## config.mk

```make
export PLATFORM = sky130hd
export DESIGN_NAME = direction_queue
export DESIGN_NICKNAME = d
export VERILOG_FILES = /design/src/rtl/direction_queue.sv
export SDC_FILE = /design/constraint.sdc
export NUM_CORES = 1
export LEC_CHECK = 0
export CAP_MARGIN = 20
export CORE_MARGIN = 2
export CORE_UTILIZATION = 63
export CTS_CLUSTER_SIZE = 30
export DETAILED_ROUTE_END_ITERATION = 8
export HOLD_SLACK_MARGIN = 0.05
export PLACE_DENSITY = 0.84
export SETUP_SLACK_MARGIN = 0.4
export SYNTH_ARGS = -nofsm -noshare
export SYNTH_HDL_FRONTEND = slang
export SYNTH_SLANG_ARGS = --single-unit
export TNS_END_PERCENT = 100
```

## constraint.sdc

```tcl
create_clock -name clk -period 8.2 [get_ports clk]
set_input_delay 0.82 -clock clk [delete_from_list [all_inputs] [get_ports clk]]
set_output_delay 0.82 -clock clk [all_outputs]
set_load 0.05 [all_outputs]
```

## src/rtl/direction_queue.sv

```systemverilog
// Button-to-direction front end: 2-flop sync, per-button debounce, press-edge detect,
// legality filter and a DEPTH-entry turn FIFO drained one entry per game tick.
module direction_queue #(
    parameter int         DEBOUNCE_CYCLES = 4,
    parameter int         DEPTH           = 4,
    parameter logic [3:0] INIT_DIR        = 4'b1000
) (
    input  logic                     clk,
    input  logic                     rst,
    input  logic [3:0]               btn,
    input  logic                     tick,
    output logic [3:0]               direction,
    output logic [$clog2(DEPTH):0]   queue_count,
    output logic                     queue_full,
    output logic                     dropped
);

    localparam int PW = $clog2(DEPTH);
    localparam int CW = $clog2(DEBOUNCE_CYCLES + 1);
    localparam logic [PW:0]   DEPTH_CNT = DEPTH[PW:0];
    localparam logic [CW-1:0] DB_LAST   = CW'(DEBOUNCE_CYCLES - 1);

    logic [3:0]    sync1_q, sync2_q;
    logic [3:0]    level_q, level_d;
    logic [3:0]    level_prev_q;
    logic [3:0]    press_q, press_d;
    logic [CW-1:0] cnt_q [4];
    logic [CW-1:0] cnt_d [4];

    logic [3:0]    mem_q [DEPTH];
    logic [3:0]    mem_d [DEPTH];
    logic [PW-1:0] wr_ptr_q, wr_ptr_d;
    logic [PW-1:0] rd_ptr_q, rd_ptr_d;
    logic [PW:0]   count_q, count_d;
    logic [3:0]    dir_q, dir_d;
    logic          dropped_q, dropped_d;

    logic [3:0]    cand;
    logic [3:0]    ref_dir;
    logic [3:0]    opp_dir;
    logic          legal, full, pop, push;

    // A level change is accepted on the DEBOUNCE_CYCLES-th consecutive differing cycle.
    always_comb begin
        level_d = level_q;
        for (int i = 0; i < 4; i++) begin
            cnt_d[i] = '0;
            if (sync2_q[i] != level_q[i]) begin
                if (cnt_q[i] == DB_LAST) begin
                    level_d[i] = sync2_q[i];
                end else begin
                    cnt_d[i] = cnt_q[i] + CW'(1);
                end
            end
        end
        press_d = level_q & ~level_prev_q;
    end

    // Only one press is evaluated per cycle: up > down > left > right.
    always_comb begin
        cand = 4'b0000;
        if (press_q[0])      cand = 4'b0001;
        else if (press_q[3]) cand = 4'b1000;
        else if (press_q[2]) cand = 4'b0100;
        else if (press_q[1]) cand = 4'b0010;
    end

    // Opposite direction is the bit-reversal of the one-hot code (up<->down, left<->right).
    always_comb begin
        ref_dir = (count_q != '0) ? mem_q[wr_ptr_q - PW'(1)] : dir_q;
        opp_dir = {ref_dir[0], ref_dir[1], ref_dir[2], ref_dir[3]};
        legal   = (cand != 4'b0000) && (cand != ref_dir) && (cand != opp_dir);
        full    = (count_q == DEPTH_CNT);
        pop     = tick && (count_q != '0);
        push    = legal && (!full || pop);
    end

    // tick pops the pre-edge head; a same-cycle push never bypasses into direction.
    always_comb begin
        for (int i = 0; i < DEPTH; i++) begin
            mem_d[i] = mem_q[i];
        end
        wr_ptr_d  = wr_ptr_q;
        rd_ptr_d  = rd_ptr_q;
        count_d   = count_q;
        dir_d     = dir_q;
        dropped_d = legal && full && !pop;
        if (push) begin
            mem_d[wr_ptr_q] = cand;
            wr_ptr_d        = wr_ptr_q + PW'(1);
        end
        if (pop) begin
            dir_d    = mem_q[rd_ptr_q];
            rd_ptr_d = rd_ptr_q + PW'(1);
        end
        if (push && !pop) begin
            count_d = count_q + (PW + 1)'(1);
        end else if (pop && !push) begin
            count_d = count_q - (PW + 1)'(1);
        end
    end

    always_ff @(posedge clk or negedge rst) begin
        if (!rst) begin
            sync1_q      <= '0;
            sync2_q      <= '0;
            level_q      <= '0;
            level_prev_q <= '0;
            press_q      <= '0;
            for (int i = 0; i < 4; i++) begin
                cnt_q[i] <= '0;
            end
            for (int i = 0; i < DEPTH; i++) begin
                mem_q[i] <= '0;
            end
            wr_ptr_q  <= '0;
            rd_ptr_q  <= '0;
            count_q   <= '0;
            dir_q     <= INIT_DIR;
            dropped_q <= 1'b0;
        end else begin
            sync1_q      <= btn;
            sync2_q      <= sync1_q;
            level_q      <= level_d;
            level_prev_q <= level_q;
            press_q      <= press_d;
            for (int i = 0; i < 4; i++) begin
                cnt_q[i] <= cnt_d[i];
            end
            for (int i = 0; i < DEPTH; i++) begin
                mem_q[i] <= mem_d[i];
            end
            wr_ptr_q  <= wr_ptr_d;
            rd_ptr_q  <= rd_ptr_d;
            count_q   <= count_d;
            dir_q     <= dir_d;
            dropped_q <= dropped_d;
        end
    end

    assign direction   = dir_q;
    assign queue_count = count_q;
    assign queue_full  = full;
    assign dropped     = dropped_q;

endmodule

```

Word level (Yosys, flattened, before mapping)
Index checks and enable logic that the tools add are counted.
- bits in registers: 60
- bits in latches: 0
- RAM bits: 0
- ROM bits: 0
- bits of input ports: 7
- output and inout port bits: 9
- word-level logic and storage cells: 94
- memories kept: 0
- $add $sub $neg: 9
- multipliers: 0
- divide/modulo/power cells: 0
- order comparisons: 4
- equal/unequal tests: 11
- shift operators: 0
- multiplexer cells: 24
- bitwise gates (word level): 5
- reductions and logical operators: 20
- operators with widths (kind ; count):
    3-bit two-way mux ; 11
    4-bit two-way mux ; 8
    4-bit binary-select mux with 2-bit select ; 2
    16-bit bitwise mux ; 1
    3-bit by 1-bit adder with 3-bit output (second input constant) ; 5
    3-bit by 2-bit equality test with 1-bit output (second input constant) ; 4
    3-bit >= comparator (second input constant) ; 3
    1-bit logical AND ; 9
    2-bit NOT with 3-bit output ; 3
    4-bit demux with 2-bit select ; 1
    4-bit != test ; 2
    2-bit AND reduction ; 4
    2-bit by 1-bit adder with 2-bit output (second input constant) ; 2
    4-bit bitwise AND ; 1
    1-bit != test ; 4
    4-bit NOT ; 1
    4-bit nonzero test ; 1
    3-bit equality test (second input constant) ; 1
    1-bit logical NOT ; 3
    3-bit by 1-bit < comparator with 1-bit output (second input constant) ; 1
    3-bit nonzero test ; 1
    3-bit by 1-bit subtractor with 3-bit output (second input constant) ; 1
    2-bit two-way mux ; 1
    2-bit nonzero test ; 1
    other kinds (2) ; 2

Logic depth before layout (Yosys ltp)
- depth in word-level cells: 14
- depth in mapped cells: 14
- gate-level depth less buffers: 13

Worst setup path before layout
No wires, ideal clock.
- path kind: flip-flop to flip-flop
- start: reg count_q[1] (netlist: queue_count[1])
- end: reg count_q[1] (netlist: queue_count[1])
- data arrival time: 3280 ps
- path slack: 4795 ps
- cell stages (with the launch flop): 11
- buffers on the path: 1
- clock period less this slack: 3405 ps
- path through: dfrtp_1 -> or3_1 -> buf_8 -> mux2i_4 -> xnor2_1 -> nor4_2 -> nor4_2 -> ha_1 -> inv_1 -> fa_1 -> mux2_2
- elaborated cells on any way between the ends: 20
- RTL lines (element ; RTL line ; RTL):
    start, declared ; 34 ; logic [PW:0] count_q, count_d;
    start signal, assigned ; 135 ; count_q <= count_d;
    3-bit nonzero test ; 70, 74 ;
    4-bit two-way mux ; 70 ; ref_dir = (count_q != '0) ? mem_q[wr_ptr_q - PW'(1)] : dir_q;
    4-bit != test ; 72 ; legal = (cand != 4'b0000) && (cand != ref_dir) && (cand != opp_dir);
    1-bit logical AND (2 in series) ; 72 ;
    1-bit logical AND (*) ; 75 ; push = legal && (!full || pop);
    named net push ; 41 ; logic legal, full, pop, push;
    1-bit logical AND (*) ; 96 ; if (push && !pop) begin
    3-bit two-way mux (*) ; 96 ;
    named net count_d[1] ; 34 ;
Mark *: on every way through the listed nets, which the timed path passes. The rest lies on a longest branch. The select of a mux whose other input is x is not followed.
A chain may end at the register's enable or synchronous reset.

Worst setup path in the final report
- start: reg wr_ptr_q[0]
- end: reg count_q[1] (netlist: queue_count[1])
- elaborated cells on any way between the ends: 16
- RTL lines (element ; RTL line ; RTL):
    start, declared ; 32 ; logic [PW-1:0] wr_ptr_q, wr_ptr_d;
    start signal, assigned ; 133 ; wr_ptr_q <= wr_ptr_d;
    2-bit by 1-bit subtractor with 2-bit output (*) ; 70 ;
    2-bit NOT with 3-bit output (not written as such) (*) ; 70 ;
    4-bit binary-select mux with 2-bit select (*) ; 70 ;
    4-bit two-way mux (not written as such) (*) (2 in series) ; 70 ;
    4-bit two-way mux (*) ; 70 ;
    4-bit != test ; 72 ;
    1-bit logical AND ; 72 ;
    1-bit logical AND (*) ; 72 ;
    1-bit logical AND (*) ; 75 ;
    named net push ; 41 ;
    1-bit logical AND (*) ; 96 ;
    3-bit two-way mux (*) ; 96 ;
    named net count_d[1] ; 34 ;
Marked as above.

==> impl_metrics.ini <==
[timing]
slew_headroom_pct = 48.8
fin_crit_sh_pct = 46.5
tightestPinTransition_ns = 0.761
holdWs_ns = 0.349
skew_ns = 0.00780
setup_tns_ns = 0
hold_viol = 0
setup_violations = 0
rsz0062_at_grt = false
slew_violations = 0
fmax_ghz = 0.262
fin_crit_ns = 3.81

[setup_path]
crit_required_ns = 8.42
path_cells = inv_1 > ha_1 > mux4_2 > mux2i_2 > xnor2_1 > nor4_2 > nor4_2 > ha_1 > inv_1 > fa_1 > mux2_2
critPathLaunchType = flop
crit_fanout = 7
crit_buf_inv = 2
timing.rr.end = queue_count[1]$_DFFE_PN0P_
crit_type = flop to flop
rr_worst_depth = 11
crit_arrival_ns = 4.03
critPathSlowestCell = nor4_2
critPathMaxStageDelay_ns = 0.68
crit_family = adder cells
reg2reg_setup_slack_ns = 4.39
r2r_start = wr_ptr_q[0]$_DFFE_PN0P_
end_kind = flop

[floorplanning]
core-area_um2 = 4060
die_x_um = 69.4
die_area_um2 = 4820
die_h_um = 69.4
placementRows = 23
initial_utilization_pct = 66.4
io_pins = 16

[placement]
gp_congestion = 0.824
place_area_um2 = 2880
port_buffers = 15
post-dp-hpwl_um = 3070

[flow_run]
cap_violations = 0

[synth]
netlist_instances = 176
yosysTopAreaCell = dfrtp_1
ys_seq_elements = 60
avgSynthCellArea_um2 = 15.3
post-synth-top-count-cell = dfrtp_1
yosys.cell_types.count = 33
ys_top_cells_by_count = dfrtp_1, mux2_1, xnor2_1
syn_nets = 193
synth_top_area_share_pct = 54.8
synth-edff-count = 0
synth_area_leaders = dfrtp_1, mux2_1, mux4_2
ys.flop_type = dfrtp_1
async_flop_share_pct = 100
synth-seq-area-share_pct = 55.8
ys_warn_count = 0
netlist_area_um2 = 2700

[min_path]
worstHoldStart = sync1_q[2]$_DFF_PN0_
holdPathEnd = sync2_q[2]$_DFF_PN0_
hold_class = flop to flop
whs_path_depth = 0

[cts]
cts-buffers-inserted = 9
cts-htree-levels = 3
cts_resized = 0
cts-root-buf = clkbuf_8
clk-insertion-delay-late_ns = 0.34
clkTransAtPathRegs_ns = 0.06
cts.sinks = 60
clockBufferDepth = 2
cts_tree = yes
cts_setup_buffers = 0
ctsHoldBuffers = 0

[cells_and_area]
diodes = 0
final_layout_size_suffix_gt1_share_pct = 23.6
syn2layout_area_growth_pct = 13.6
final_nets = 216
fin_area_um2 = 3060

[detailed_routing]
drt_iter0_drc = 63
vias_per_cell = 5.82
drc = 0
wl_um = 4400
num_vias = 1472
wire_per_inst_um = 17.4
firstDrtPassIters = 4
ant_nets = 0

[outcome]
status = finished, final reports clean

[global_routing]
grtUsageTotal_pct = 21.5
antenna_found_initial = 0
grt-ovfl-total = 0
grt_max_degree = 61
grt_pass1_vias = 1617
grt_first_pass_wirelength_um = 7630
==> sequential cells by signal, summed over array words and instances (netlist names), 3 cells and up <==
signal and cells:
mem_q 16, cnt_q 12, direction 4, level_prev_q 4, level_q 4, press_q 4, sync1_q 4, sync2_q 4
queue_count 3
==> per-layer routing <==
| metal | up-vias | GRT usage [%] | wire, um |
|---|---|---|---|
| li1 | 666 | - | - |
| met1 | 761 | 25.1 | 1830 |
| met2 | 35 | 35.7 | 2240 |
| met3 | 10 | 9.30 | 236 |
| met4 | 0 | 7.63 | 86 |
| met5 | - | 0 | 0 |
==> worst max-delay path by stage <==
stage | from | end | slack [ns] | cells past startpoint
detailed placement | wr_ptr_q[0]$_DFFE_PN0P_ | queue_count[1]$_DFFE_PN0P_ | 4.37 | 11
global route | wr_ptr_q[0]$_DFFE_PN0P_ | queue_count[1]$_DFFE_PN0P_ | 4.15 | 11
CTS | wr_ptr_q[0]$_DFFE_PN0P_ | queue_count[1]$_DFFE_PN0P_ | 4.36 | 11
finish | wr_ptr_q[0]$_DFFE_PN0P_ | queue_count[1]$_DFFE_PN0P_ | 4.39 | 11
floorplan | queue_count[1]$_DFFE_PN0P_ | queue_count[1]$_DFFE_PN0P_ | 4.80 | 10
global placement | wr_ptr_q[0]$_DFFE_PN0P_ | queue_count[1]$_DFFE_PN0P_ | 4.54 | 11
==> layout make-up <==
| class | instances | area [um^2] |
|---|---|---|
| clock buffers | 14 | 183 |
| clock inverters | 1 | 5.00 |
| fillers | 259 | 995 |
| inverters | 3 | 11.3 |
| multi-input cells | 109 | 1150 |
| flip-flops and latches | 60 | 1500 |
| well taps | 50 | 62.6 |
| repair buffers | 16 | 153 |
==> worst reg2reg max path, stage by stage (launching register included) <==
cell,delay [ns]
dfrtp_1,0.53
inv_1,0.15
ha_1,0.43
mux4_2,0.35
mux2i_2,0.25
xnor2_1,0.13
nor4_2,0.68
nor4_2,0.19
ha_1,0.25
inv_1,0.07
fa_1,0.41
mux2_2,0.26
==> metrics by stage <==
step           utilization (%)  setup slack [ns]  instances
3_5_place_dp              70.9              4.37        238
2_1_floorplan                -              4.80        176
3_3_place_gp              70.9              4.54        238
4_1_cts                   75.5              4.36        253
6_report                  75.5              4.39        253
5_1_grt                   75.5              4.15        253
==> cell usage in the layout, fill, tap and decap left out <==
cell type | Yosys | final
dfrtp_1 | 59 | 59
nand2_1 | 5 | 5
mux2i_2 | 3 | 3
nor4b_1 | 1 | 1
mux2i_4 | 1 | 1
mux2_1 | 16 | 16
nor2b_1 | 8 | 8
dfstp_2 | 1 | 1
fa_1 | 1 | 1
clkbuf_1 | 1 | 1
nor4b_2 | 1 | 1
nor4_1 | 1 | 1
xor2_1 | 2 | 2
inv_1 | 3 | 3
nor3_1 | 2 | 2
clkbuf_8 | 0 | 13
clkinv_2 | 0 | 1
nor4_2 | 3 | 3
mux4_2 | 8 | 8
nor3_2 | 4 | 4
or3_1 | 1 | 1
mux2_2 | 9 | 9
and2b_1 | 1 | 1
xnor2_1 | 16 | 16
buf_4 | 0 | 1
and3b_1 | 2 | 2
nor3b_1 | 8 | 8
clkdlybuf4s50_1 | 0 | 14
ha_1 | 9 | 9
nand2b_1 | 2 | 2
nor3b_2 | 1 | 1
mux2_4 | 1 | 1
nor2_1 | 2 | 2
buf_2 | 1 | 1
nand3_1 | 1 | 1
==> kinds of logic after synthesis <==
logic type	share of synthesized area [%]
DFF	55.8
buffers and inverters	1.72
muxes	20.1
and+or+nand+nor	11.7
xor gates and xnor gates	5.85
adders and majority gates	4.92
Power is left out: the tool's default activity adds up to more than one toggle a clock period on the data nets, which glitch-free logic cannot reach.
